===== config.mk =====
export PLATFORM = sky130hd
export DESIGN_NAME = countdown_sequencer_flat
export DESIGN_NICKNAME = d
export VERILOG_FILES = /design/src/rtl/countdown_pkg.sv /design/src/rtl/countdown_sequencer_if.sv /design/src/rtl/rr_arbiter2.sv /design/src/rtl/countdown_sequencer.sv /design/src/flat_wrapper.sv
export SDC_FILE = /design/constraint.sdc
export NUM_CORES = 1
export LEC_CHECK = 0
export BUFFER_PORTS_ARGS = -buffer_cell sky130_fd_sc_hd__buf_2
export CAP_MARGIN = 0
export CORE_MARGIN = 5
export CORE_UTILIZATION = 43
export CTS_CLUSTER_SIZE = 10
export DETAILED_ROUTE_END_ITERATION = 6
export GPL_TIMING_DRIVEN = 0
export PLACE_DENSITY_LB_ADDON = 0.12
export SLEW_MARGIN = 20
export SYNTH_ARGS = -nofsm -noshare
export SYNTH_HDL_FRONTEND = slang
export SYNTH_SLANG_ARGS = --single-unit
export TNS_END_PERCENT = 50

===== constraint.sdc =====
create_clock -name Clk -period 1.5 [get_ports Clk]
set_input_delay 0.15 -clock Clk [delete_from_list [all_inputs] [get_ports Clk]]
set_output_delay 0.15 -clock Clk [all_outputs]
set_load 0.01 [all_outputs]

===== src/rtl/countdown_pkg.sv =====
// Shared definitions for the countdown sequencer: FSM state encoding,
// default sizing and the Owner encoding.
package countdown_pkg;

  typedef enum logic [1:0] {
    S_IDLE = 2'd0,
    S_LOAD = 2'd1,
    S_RUN  = 2'd2,
    S_DONE = 2'd3
  } state_t;

  localparam int PRESCALE_DEF = 4;
  localparam int WIDTH_DEF    = 4;

  localparam logic OWN_A = 1'b0;
  localparam logic OWN_B = 1'b1;

endpackage


===== src/rtl/countdown_sequencer_if.sv =====
// Requester handshake plus the counter control/status bundle seen by the sequencer.
interface countdown_sequencer_if
  import countdown_pkg::*;
#(
  parameter int WIDTH = WIDTH_DEF
);
  logic             ReqA;
  logic             ReqB;
  logic [WIDTH-1:0] ValueA;
  logic [WIDTH-1:0] ValueB;
  logic             Abort;
  logic             GntA;
  logic             GntB;
  logic             DoneA;
  logic             DoneB;
  logic             Busy;
  logic             Owner;
  logic             CntLoad;
  logic             CntDec;
  logic [WIDTH-1:0] CntDataIn;
  logic [WIDTH-1:0] CntDataOut;

  modport slave (
    input  ReqA, ReqB, ValueA, ValueB, Abort, CntDataOut,
    output GntA, GntB, DoneA, DoneB, Busy, Owner, CntLoad, CntDec, CntDataIn
  );

  modport master (
    output ReqA, ReqB, ValueA, ValueB, Abort, CntDataOut,
    input  GntA, GntB, DoneA, DoneB, Busy, Owner, CntLoad, CntDec, CntDataIn
  );
endinterface


===== src/rtl/rr_arbiter2.sv =====
// Two-input round-robin arbiter; the last-served pointer advances only when
// the caller commits a grant through upd.
module rr_arbiter2
  import countdown_pkg::*;
(
  input  logic clk,
  input  logic rst_n,
  input  logic req_a,
  input  logic req_b,
  input  logic upd,
  output logic any_req,
  output logic win
);
  logic last;

  always_ff @(posedge clk) begin
    if (!rst_n) begin
      last <= OWN_B;
    end else if (upd) begin
      last <= win;
    end
  end

  assign any_req = req_a | req_b;
  // On a tie the requester that was not served last wins.
  assign win = (req_a && req_b) ? ~last : (req_b ? OWN_B : OWN_A);
endmodule


===== src/rtl/countdown_sequencer.sv =====
// Shares one loadable down-counter between two requesters: arbitrates,
// loads the count, paces decrements by PRESCALE and pulses Done at zero.
module countdown_sequencer
  import countdown_pkg::*;
#(
  parameter int PRESCALE = PRESCALE_DEF,
  parameter int WIDTH    = WIDTH_DEF
) (
  input logic                  Clk,
  input logic                  Rst_n,
  countdown_sequencer_if.slave bus
);
  localparam int PW = (PRESCALE > 1) ? $clog2(PRESCALE) : 1;
  localparam logic [PW-1:0] PMAX = PW'(PRESCALE - 1);

  state_t           state;
  logic [PW-1:0]    presc;
  logic [WIDTH-1:0] value;
  logic             owner;
  logic             any_req;
  logic             win;
  logic             upd;

  assign upd = (state == S_IDLE) && any_req;

  rr_arbiter2 u_arb (
    .clk    (Clk),
    .rst_n  (Rst_n),
    .req_a  (bus.ReqA),
    .req_b  (bus.ReqB),
    .upd    (upd),
    .any_req(any_req),
    .win    (win)
  );

  always_ff @(posedge Clk) begin
    if (!Rst_n) begin
      state <= S_IDLE;
      presc <= '0;
      value <= '0;
      owner <= OWN_A;
    end else begin
      case (state)
        S_IDLE: begin
          if (any_req) begin
            value <= (win == OWN_B) ? bus.ValueB : bus.ValueA;
            owner <= win;
            state <= S_LOAD;
          end
        end
        S_LOAD: begin
          if (bus.Abort) begin
            state <= S_IDLE;
          end else begin
            presc <= '0;
            state <= S_RUN;
          end
        end
        S_RUN: begin
          if (bus.Abort) begin
            state <= S_IDLE;
          end else begin
            presc <= (presc == PMAX) ? '0 : presc + PW'(1);
            if (bus.CntDataOut == '0) begin
              state <= S_DONE;
            end
          end
        end
        S_DONE: begin
          state <= S_IDLE;
        end
        default: begin
          state <= S_IDLE;
        end
      endcase
    end
  end

  // Output decode from registered state; only CntDec looks at the live counter.
  assign bus.GntA      = (state == S_LOAD) && (owner == OWN_A);
  assign bus.GntB      = (state == S_LOAD) && (owner == OWN_B);
  assign bus.DoneA     = (state == S_DONE) && (owner == OWN_A);
  assign bus.DoneB     = (state == S_DONE) && (owner == OWN_B);
  assign bus.Busy      = (state != S_IDLE);
  assign bus.Owner     = owner;
  assign bus.CntLoad   = (state == S_LOAD);
  assign bus.CntDataIn = value;
  assign bus.CntDec    = (state == S_RUN) && (presc == PMAX) &&
                         (bus.CntDataOut != '0) && !bus.Abort;
endmodule


===== src/flat_wrapper.sv =====
// flat-port wrapper written by rule: the top's interface ports become plain ports
module countdown_sequencer_flat import countdown_pkg::*;
#(
  parameter int PRESCALE = PRESCALE_DEF,
  parameter int WIDTH    = WIDTH_DEF
)
  (Clk, Rst_n, bus_ReqA, bus_ReqB, bus_ValueA, bus_ValueB, bus_Abort, bus_CntDataOut, bus_GntA, bus_GntB, bus_DoneA, bus_DoneB, bus_Busy, bus_Owner, bus_CntLoad, bus_CntDec, bus_CntDataIn);
  countdown_sequencer_if #(.WIDTH(WIDTH)) bus_i ();
  input logic Clk;
  input logic Rst_n;
  input wire logic [$bits(bus_i.ReqA)-1:0] bus_ReqA;
  input wire logic [$bits(bus_i.ReqB)-1:0] bus_ReqB;
  input wire logic [$bits(bus_i.ValueA)-1:0] bus_ValueA;
  input wire logic [$bits(bus_i.ValueB)-1:0] bus_ValueB;
  input wire logic [$bits(bus_i.Abort)-1:0] bus_Abort;
  input wire logic [$bits(bus_i.CntDataOut)-1:0] bus_CntDataOut;
  output wire logic [$bits(bus_i.GntA)-1:0] bus_GntA;
  output wire logic [$bits(bus_i.GntB)-1:0] bus_GntB;
  output wire logic [$bits(bus_i.DoneA)-1:0] bus_DoneA;
  output wire logic [$bits(bus_i.DoneB)-1:0] bus_DoneB;
  output wire logic [$bits(bus_i.Busy)-1:0] bus_Busy;
  output wire logic [$bits(bus_i.Owner)-1:0] bus_Owner;
  output wire logic [$bits(bus_i.CntLoad)-1:0] bus_CntLoad;
  output wire logic [$bits(bus_i.CntDec)-1:0] bus_CntDec;
  output wire logic [$bits(bus_i.CntDataIn)-1:0] bus_CntDataIn;
  assign bus_i.ReqA = bus_ReqA;
  assign bus_i.ReqB = bus_ReqB;
  assign bus_i.ValueA = bus_ValueA;
  assign bus_i.ValueB = bus_ValueB;
  assign bus_i.Abort = bus_Abort;
  assign bus_i.CntDataOut = bus_CntDataOut;
  assign bus_GntA = bus_i.GntA;
  assign bus_GntB = bus_i.GntB;
  assign bus_DoneA = bus_i.DoneA;
  assign bus_DoneB = bus_i.DoneB;
  assign bus_Busy = bus_i.Busy;
  assign bus_Owner = bus_i.Owner;
  assign bus_CntLoad = bus_i.CntLoad;
  assign bus_CntDec = bus_i.CntDec;
  assign bus_CntDataIn = bus_i.CntDataIn;
  countdown_sequencer #(.PRESCALE(PRESCALE), .WIDTH(WIDTH)) u_core (.Clk(Clk), .Rst_n(Rst_n), .bus(bus_i));
endmodule

Word level (Yosys, flattened, before mapping). Index checks and enable logic that the tools add are counted.

Multiplexer cells: 12. Bitwise logic cells: 3. Reduce and logical (&&, ||, !) cells: 18. Add/subtract/negate cells: 1. Equal/unequal tests: 8.

Operators with widths (count): $mux 2 (7); $logic_and 1x1->1 (9); $pmux 2 s4 (1); $eq 2x2->1 const B (3); $logic_not 4->1 (1); $mux 4 (1); $ne 2x2->1 const B (2); $pmux 2 s2 (1); $reduce_and 2->1 (2); $reduce_bool 2->1 (2); $reduce_bool 4->1 (1); $ne 3x2->1 const B (1); $reduce_and 3->1 (1); $add 2x1->2 const B (1); $eq 2x1->1 const B (1); $logic_not 2->1 (1); $mux 1 (2); $ne 2x1->1 const B (1); $not 1->1 (2); $logic_not 1->1 (1); $or 1x1->1 (1).

Output and inout port bits: 12. Input bits: 17. Logic and storage cells: 47. Flip-flop bits (word level): 10.

Depth between registers and ports, before layout. Gate-level depths: netlist (run 1).

Depth in word-level cells: 4. Mapped depth: 5. Gate-level depth less buffers: 5.

By module. A second synthesis (run 1) with hierarchy kept.

Cells, all modules: 61. Area, all modules: 544.3 sq um.

Modules (own cells, without submodules): countdown_sequencer (seq. area each 180.2 sq um, cells an instance 55, area an instance 491.7 sq um, instances 1); rr_arbiter2 (seq. area each 20.0 sq um, cells an instance 6, area an instance 52.6 sq um, instances 1).

Worst setup path before layout (run 1). OpenSTA, ideal clock, no wires.

Kind: register to register. Start: register u_core.state[0]. End: register u_core.state[0]. Path buffers: 0. Library setup time: 0.119 ns. Arrival time: 1.290 ns. Data required time: 1.381 ns. Setup slack: 0.091 ns. Clock period less this slack: 1.409 ns. Stages on the path, launching flop included: 6. Cells stage by stage: dfxtp_1 > inv_1 > ha_1 > inv_2 > o32a_1 > o221a_1.

Longest elaborated chain between the ends: 3. Elaborated cells between the ends (all ways): 8. Classes of those cells: eq/ne: 5; mux: 1; reduce/logical: 2.

RTL lines: from (decl) (line countdown_sequencer.sv:16) `state_t state;`; from (signal assigned) (line countdown_sequencer.sv:38) `state <= S_IDLE;`; from (signal assigned) (line countdown_sequencer.sv:48) `state <= S_LOAD;`; from (signal assigned) (line countdown_sequencer.sv:53) `state <= S_IDLE;`; $eq 2x2->1 or $logic_not 2->1 (tied branches) (line countdown_sequencer.sv:43) `case (state)`; $ne 3x2->1 (no line) or $ne 2x1->1 (tied branches); $reduce_and 2->1 (no line).

Parallel ways exist; a longest one is shown, timed or not. A chain may end at the register's enable or synchronous reset.

Worst setup path in the final report (run 1).
Start: register u_core.state[1]. End: register u_core.state[0].

The elaborated chain is that of the path after synthesis.

==> reports/results.ini, run 1 <==
[outcome]
status = finished clean

[drt]
ant_nets = 0
drc = 0
routed_via_density = 5.054
drtIter0Drc = 1
wl_per_cell_um = 11.59
finalWirelength_mm = 1.298
route.vias.total = 566
tritonroute_pass_1_iters = 2

[hold_path]
hold_path_depth = 3
holdCritStartpoint = bus_ValueA[1]
worstHoldPathType = in -> reg
timing.hold.worst_endpoint = u_core.bus.CntDataIn[1]

[sta]
timing.final.crit_share_pct = 96.14
final.min_clock_period_ns = 1.442
worst_pin_slew_ns = 0.5907
grt_setup_unrepaired = true
max_freq_mhz = 693.5
timing.slew.headroom_pct = 60.26
clock_skew_ns = 0.003909
final_max_slew_viol_count = 0
final-setup-viol-count = 0
final-hold-violation-count = 0

[worst_setup_path]
critical_path.max_fanout = 7
path_class = reg -> reg
critPathRequiredTime_ns = 1.66
timing.critical_path.from_type = flop
crit-reg2reg-capture = u_core.state[0]
reg2reg_depth = 5
cpMaxStageDelayCell = sky130_fd_sc_hd__o32a_1
max_stage_delay_ns = 0.36
worst_ep_arrival_ns = 1.60
critPathCaptureType = flop
worstReg2RegStart = u_core.state[1]
regToRegSetupSlack_ns = 0.06
crit_path_cell_chain = inv_1 -> ha_2 -> inv_2 -> o32a_1 -> o221a_1

[global_routing]
grt_util_all_layers_pct = 13.84
grt_pass1_wl_mm = 2.125
grt_remaining_overflow = 0
first_global_vias = 536
antenna_found_initial = 0
grt_start_max_net_pins = 11

[placed_design]
dpl.hpwl_mm = 1.054
replace_congestion = 0.6728
port_buffers = 28
placedCellCount = 106

[yosys]
yosys_most_used_dff = sky130_fd_sc_hd__dfxtp_1
synth.yosys.seq_area_share_pct = 34.93
post_synth_xor_area_fraction_pct = 0
post_synth_fa_ha_maj_area_fraction_pct = 13.10
synth_top_family_by_area = compound AO/OA/AOI/OAI gates
post_synth_instance_area_um2 = 573.1
synth.distinct_cells = 24
post_synth_and_or_nand_nor_area_fraction_pct = 18.56
number_of_cells_produced_by_synthesis = 63
post_synth_main_area_contributors = sky130_fd_sc_hd__dfxtp_1 35%, sky130_fd_sc_hd__ha_1 13%, sky130_fd_sc_hd__mux2i_1 10%
yosys_register_bits = 10
synth_fp_nets = 86
synth_compound_area_share_pct = 20.31
synth_edf_count = 0
async_reset_ff_share_pct = 0
synth.top_cell.area_share_pct = 34.93
yosys_warnings = 0
yosys.area.top_type = sky130_fd_sc_hd__dfxtp_1
post_synth_mux_area_share_pct = 10.48
synthesis.area_per_instance_um2 = 9.096

[final_layout]
final_layout_size_suffix_gt1_share_pct = 46.39
layout_commonest_cell = sky130_fd_sc_hd__buf_2
final_net_count = 121
layoutNonFillerInstCount = 112
antennaDiodeCount = 0
flow.area_growth_from_synthesis_pct = 43.01
layout_common_cells = 28 x sky130_fd_sc_hd__buf_2, 8 x sky130_fd_sc_hd__dfxtp_1, 6 x sky130_fd_sc_hd__o21ai_0, 6 x sky130_fd_sc_hd__mux2i_1
fillerInstances = 113

[clock_tree]
clkTransAtPathRegs_ns = 0.07
cts_inserted_buffers = 3
cts.htree.levels = 1
post_cts_hold_buffer_count = 0
clkSinkCount = 10
clockRootBuffer = sky130_fd_sc_hd__clkbuf_4
tritoncts = yes
cts_max_path_buffers = 2
clock_latency_ns = 0.27

[die]
rows = 13
io_pins = 29
x_dimension_of_the_die_um = 46.51
coreArea_um2 = 1285
chipHeight_um = 46.51
initial_utilization_pct = 44.60
design.die.area_um2 = 2163

[pwr]
combinational_power_share_pct = 23.4
netSwitchingPower_uw = 197.8
power_density_nw_per_um2 = 871.7
netSwitchingFraction_pct = 27.68
p_int_uw = 516.6
static-leakage-power_nw = 0.3989
worst_ir_drop_vdd_v = 0.0007705
power_frac_clock_pct = 33.9
design_power_total_uw = 714.4
p_seq_share_pct = 42.7

[flow_run]
max_cap_violations = 0

[power by group through the flow]
stage                     combinational (mW)  clock, mW  sequential (mW)
after floorplan                       0.0888          0            0.315
after global placement                 0.157          0            0.309
after detailed placement               0.161          0            0.310
after CTS                              0.165      0.254            0.306
after global routing                   0.187      0.273            0.309
final                                  0.167      0.242            0.305
[worst max path at each step]
stage / startpoint / to / slack [ns] / cells past startpoint
after floorplan: u_core.state[0] / u_core.state[0] / 0.09 / 5
after global placement: u_core.state[1] / u_core.state[0] / 0.03 / 5
after detailed placement: u_core.state[1] / u_core.state[0] / -0.007 / 5
after CTS: u_core.state[0] / bus_CntDec / 0.002 / 6
after global routing: u_core.state[0] / bus_CntDec / -0.02 / 6
final: u_core.state[1] / u_core.state[0] / 0.06 / 5
[flip-flops by register name, indices dropped and copies added, names as in the netlist]
name and cells:
u_core.u_arb.last 1, u_core.bus.Owner 1, u_core.state 2, u_core.bus.CntDataIn 4, u_core.presc 2
[cell families (layout without fill, tap and decap cells)]
family	count (synthesis)	in the layout
AND/OR/NAND/NOR	19	19
AO/OA/AOI/OAI	18	18
flip-flops	10	10
adder cells (fa/ha/maj)	6	6
multiplexers	6	6
buffers and inverters	4	38
[Yosys cell counts, types with 2 or more instances]
| cell type | n |
|---|---|
| sky130_fd_sc_hd__mux2i_1 | 6 |
| sky130_fd_sc_hd__and2_1 | 3 |
| sky130_fd_sc_hd__o21ai_0 | 6 |
| sky130_fd_sc_hd__a21oi_1 | 5 |
| sky130_fd_sc_hd__dfxtp_1 | 10 |
| sky130_fd_sc_hd__inv_1 | 2 |
| sky130_fd_sc_hd__nor2b_1 | 3 |
| sky130_fd_sc_hd__ha_1 | 6 |
| sky130_fd_sc_hd__nand2_1 | 5 |
| sky130_fd_sc_hd__nand2b_1 | 2 |
| sky130_fd_sc_hd__nor2_1 | 2 |
[repair_timing]
| item | in CTS | in global routing |
|---|---|---|
| pin swaps | 1 | 1 |
| setup buffers | 0 | 2 |
| setup endpoints to repair | 2 | 7 |
| gates resized for setup | 7 | 4 |
[layout make-up]
cell class                      instances  area (µm²)  area share, %
Buffer                                  1       3.754         0.4580
Clock buffer                            4       36.28          4.427
Inverter                                3       11.26          1.374
Multi-Input combinational cell         49       389.1          47.48
Sequential cell                        10       205.2          25.04
Tap cell                               15       18.77          2.290
Timing Repair Buffer                   30       155.1          18.93
[worst max-delay path: cells and delay by family (launching register included)]
| kind | cells | cell delay [ns] |
|---|---|---|
| adders and majority gates | 1 | 0.26 |
| AOI/OAI and AO/OA | 2 | 0.58 |
| DFF | 1 | 0.35 |
| buffers and inverters | 2 | 0.15 |
[per-stage QoR]
stage | worst slack (ns) | hold WS [ns] | setup TNS, ns | utilization (%) | instance area, µm²
4_1_cts | 0.001872 | 0.1596 | 0 | 61.44 | 789.5
6_report | 0.05797 | 0.1718 | 0 | 63.78 | 819.5
2_1_floorplan | 0.09105 | 0.3150 | 0 | - | 573.1
3_5_place_dp | -0.006820 | 0.4400 | -0.006820 | 56.96 | 732.0
3_3_place_gp | 0.03334 | 0.4418 | 0 | 56.96 | 732.0
5_1_grt | -0.02329 | 0.1732 | -0.03230 | 63.78 | 819.5
[per-layer routing]
metal	global-route usage [%]	vias up	part of all wire, %
met2	23.90	18	49
met3	6.641	2	8.2
li1	-	295	-
met1	14.32	251	42
met4	5.114	0	0.77
met5	0	-	0
Power figures use the tool's default switching activity.
==> run 2: changes to the inputs <==
--- a/config.mk
+++ b/config.mk
@@ -12,7 +12,7 @@
 export CTS_CLUSTER_SIZE = 10
 export DETAILED_ROUTE_END_ITERATION = 6
 export GPL_TIMING_DRIVEN = 0
-export PLACE_DENSITY_LB_ADDON = 0.12
+export PLACE_DENSITY_LB_ADDON = 0.3
 export SLEW_MARGIN = 20
 export SYNTH_ARGS = -nofsm -noshare
 export SYNTH_HDL_FRONTEND = slang
==> run 2 against run 1 <==
  * Highest routed layer unchanged
  * Sequential share of layout area increased by 0.63 points
  * Power decreased by 8.4%
  * Critical path type unchanged
  * Fmax decreased by 1.0%
  * First-iteration DRC count increased to 7.0 times the previous value
  * Cell count decreased by 0.89%
  * Flip-flop and latch count unchanged
  * Clock power decreased by 25%
  * Via count increased by 1.8%
  * Die area unchanged
  * Utilization decreased by 1.6 points
  * Clock skew decreased by 0.0035 ns
==> reports/results.ini, run 2 (same netlist as run 1, synthesis figures left out) <==
[pwr]
static-leakage-power_nw = 0.3922  ; -1.7%
worst_ir_drop_vdd_v = 0.0004780  ; -38%
power_density_nw_per_um2 = 818.8  ; -6.1%
design_power_total_uw = 654.6  ; -8.4%

[final_layout]
antennaDiodeCount = 0  ; unchanged
layout_common_cells = 28 x sky130_fd_sc_hd__buf_2, 8 x sky130_fd_sc_hd__dfxtp_1, 6 x sky130_fd_sc_hd__o21ai_0, 6 x sky130_fd_sc_hd__mux2i_1
layout_commonest_cell = sky130_fd_sc_hd__buf_2
final_layout_size_suffix_gt1_share_pct = 44.79  ; -1.6 points
flow.area_growth_from_synthesis_pct = 39.52
layoutNonFillerInstCount = 111  ; -0.89%
largest_register_ffs = 4  ; unchanged
final_net_count = 121  ; unchanged

[placed_design]
port_buffers = 28  ; unchanged
placedCellCount = 106  ; unchanged
replace_congestion = 0.6588  ; -2.1%
dpl.hpwl_mm = 1.086  ; +3.0%

[clock_tree]
cts.htree.levels = 1  ; unchanged
clock_latency_ns = 0.26  ; about the same
clkSinkCount = 10  ; unchanged
clkTransAtPathRegs_ns = 0.06  ; about the same
tritoncts = yes
post_cts_hold_buffer_count = 0  ; unchanged
clockRootBuffer = sky130_fd_sc_hd__clkbuf_4
cts_max_path_buffers = 2  ; unchanged
cts_inserted_buffers = 3  ; unchanged

[worst_setup_path]
crit-reg2reg-capture = u_core.state[0]
reg2reg_depth = 5  ; unchanged
regToRegSetupSlack_ns = 0.04  ; about the same
worstReg2RegStart = u_core.state[1]
critPathCaptureType = flop
timing.critical_path.from_type = flop
worst_ep_arrival_ns = 1.61  ; about the same
critical_path.max_fanout = 7  ; unchanged
path_class = reg -> reg
critPathRequiredTime_ns = 1.66  ; about the same
critPathCapture = u_core.state[0]
timing.critical_path.from = u_core.state[1]

[global_routing]
met3_grt_util_pct = 5.078  ; -1.6 points
gr-usage-met2_pct = 21.98  ; -1.9 points
grt_util_all_layers_pct = 14.39  ; +0.54 points
busiest_layer_in_global_routing = met2
grt_start_max_net_pins = 11  ; unchanged
grtUsageMet1_pct = 17.05  ; +2.7 points
grt_remaining_overflow = 0  ; unchanged
grt_pass1_wl_mm = 2.139  ; +0.66%
antenna_found_initial = 0  ; unchanged
first_global_vias = 504  ; -6.0%

[drt]
ant_nets = 0  ; unchanged
finalWirelength_mm = 1.390  ; +7.1%
routed_via_density = 5.189  ; +2.7%
route.vias.total = 576  ; +1.8%
wl_per_cell_um = 12.52  ; +8.1%
tritonroute_pass_1_iters = 4  ; +2
drtIter0Drc = 7  ; +6
drc = 0  ; unchanged

[die]
design.die.area_um2 = 2163  ; unchanged
x_dimension_of_the_die_um = 46.51  ; unchanged
coreArea_um2 = 1285  ; unchanged
io_pins = 29  ; unchanged
chipHeight_um = 46.51  ; unchanged
initial_utilization_pct = 44.60  ; unchanged
rows = 13  ; unchanged

[flow_run]
max_cap_violations = 0  ; unchanged

[sta]
final-setup-viol-count = 0  ; unchanged
final-hold-violation-count = 0  ; unchanged
max_freq_mhz = 686.4  ; -1.0%
grt_setup_unrepaired = true
worst_pin_slew_ns = 0.4933  ; -0.09741 ns
timing.final.crit_share_pct = 97.12  ; +0.99 points
clock_skew_ns = 0.0003773  ; -0.003532 ns
final.min_clock_period_ns = 1.457  ; +0.01478 ns
final_max_slew_viol_count = 0  ; unchanged
timing.slew.headroom_pct = 66.81  ; +6.6 points

[outcome]
status = finished clean

[hold_path]
worstHoldPathType = in -> reg
hold_path_depth = 3  ; unchanged

## run 2: changes by cell type in the layout (fill, tap and decap cells not counted)
cell / delta
sky130_fd_sc_hd__nor2_4: -1
sky130_fd_sc_hd__o21a_2: -1
sky130_fd_sc_hd__clkbuf_8: -1
sky130_fd_sc_hd__o21a_1: +1
sky130_fd_sc_hd__nor2_2: +1
## run 2: timing repair
action,CTS,global route
pin swaps,0,1
setup endpoints to repair,2,2
gates cloned,0,0
resized for setup,6,3
buffers inserted,0,2
## run 2: worst min-delay path by stage
stage,startpoint,to,slack (ns)
2_1_floorplan,Rst_n,u_core.presc[1],0.31
3_3_place_gp,bus_ValueA[0],u_core.bus.CntDataIn[0],0.44
3_5_place_dp,bus_ValueA[0],u_core.bus.CntDataIn[0],0.44
4_1_cts,bus_ValueA[0],u_core.bus.CntDataIn[0],0.17
5_1_grt,bus_ValueA[0],u_core.bus.CntDataIn[0],0.19
6_report,bus_ValueA[0],u_core.bus.CntDataIn[0],0.18
## run 2: layer usage
metal	routed length, µm	up-vias
li1	-	298
met1	622	249
met2	636	24
met3	101	5
met4	30	0
met5	0	-
## run 2: layout make-up
type | instances | area, µm²
buffer | 1 | 3.754
clock buffer | 3 | 22.52
fill | 119 | 485.5
inverter | 3 | 11.26
multi-input combinational | 49 | 382.9
sequential | 10 | 205.2
tap | 15 | 18.77
timing repair buffer | 30 | 155.1
## run 2: metrics by stage
step / setup TNS [ns] / hold WS [ns] / setup WS [ns] / area [µm²] / utilization, %
2_1_floorplan: 0 / 0.3150 / 0.09105 / 573.1 / -
3_3_place_gp: 0 / 0.4377 / 0.01670 / 732.0 / 56.96
3_5_place_dp: 0 / 0.4439 / 0.0008121 / 732.0 / 56.96
4_1_cts: 0 / 0.1739 / 0.01222 / 772.0 / 60.08
5_1_grt: -0.03083 / 0.1922 / -0.03083 / 799.5 / 62.22
6_report: 0 / 0.1750 / 0.04319 / 799.5 / 62.22
## run 2: power breakdown
| part | leakage [nW] | internal (mW) | switching, mW |
|---|---|---|---|
| Sequential | 0.0834 | 0.289 | 0.0171 |
| Clock | 0.0138 | 0.0926 | 0.0883 |
| Combinational | 0.295 | 0.0798 | 0.0879 |
| Total | 0.392 | 0.461 | 0.193 |
## run 2: critical path, cell delays in order (launching register included)
cell,delay (ns)
sky130_fd_sc_hd__dfxtp_2,0.35
sky130_fd_sc_hd__inv_1,0.10
sky130_fd_sc_hd__ha_2,0.26
sky130_fd_sc_hd__inv_2,0.05
sky130_fd_sc_hd__o32a_1,0.36
sky130_fd_sc_hd__o221a_1,0.22
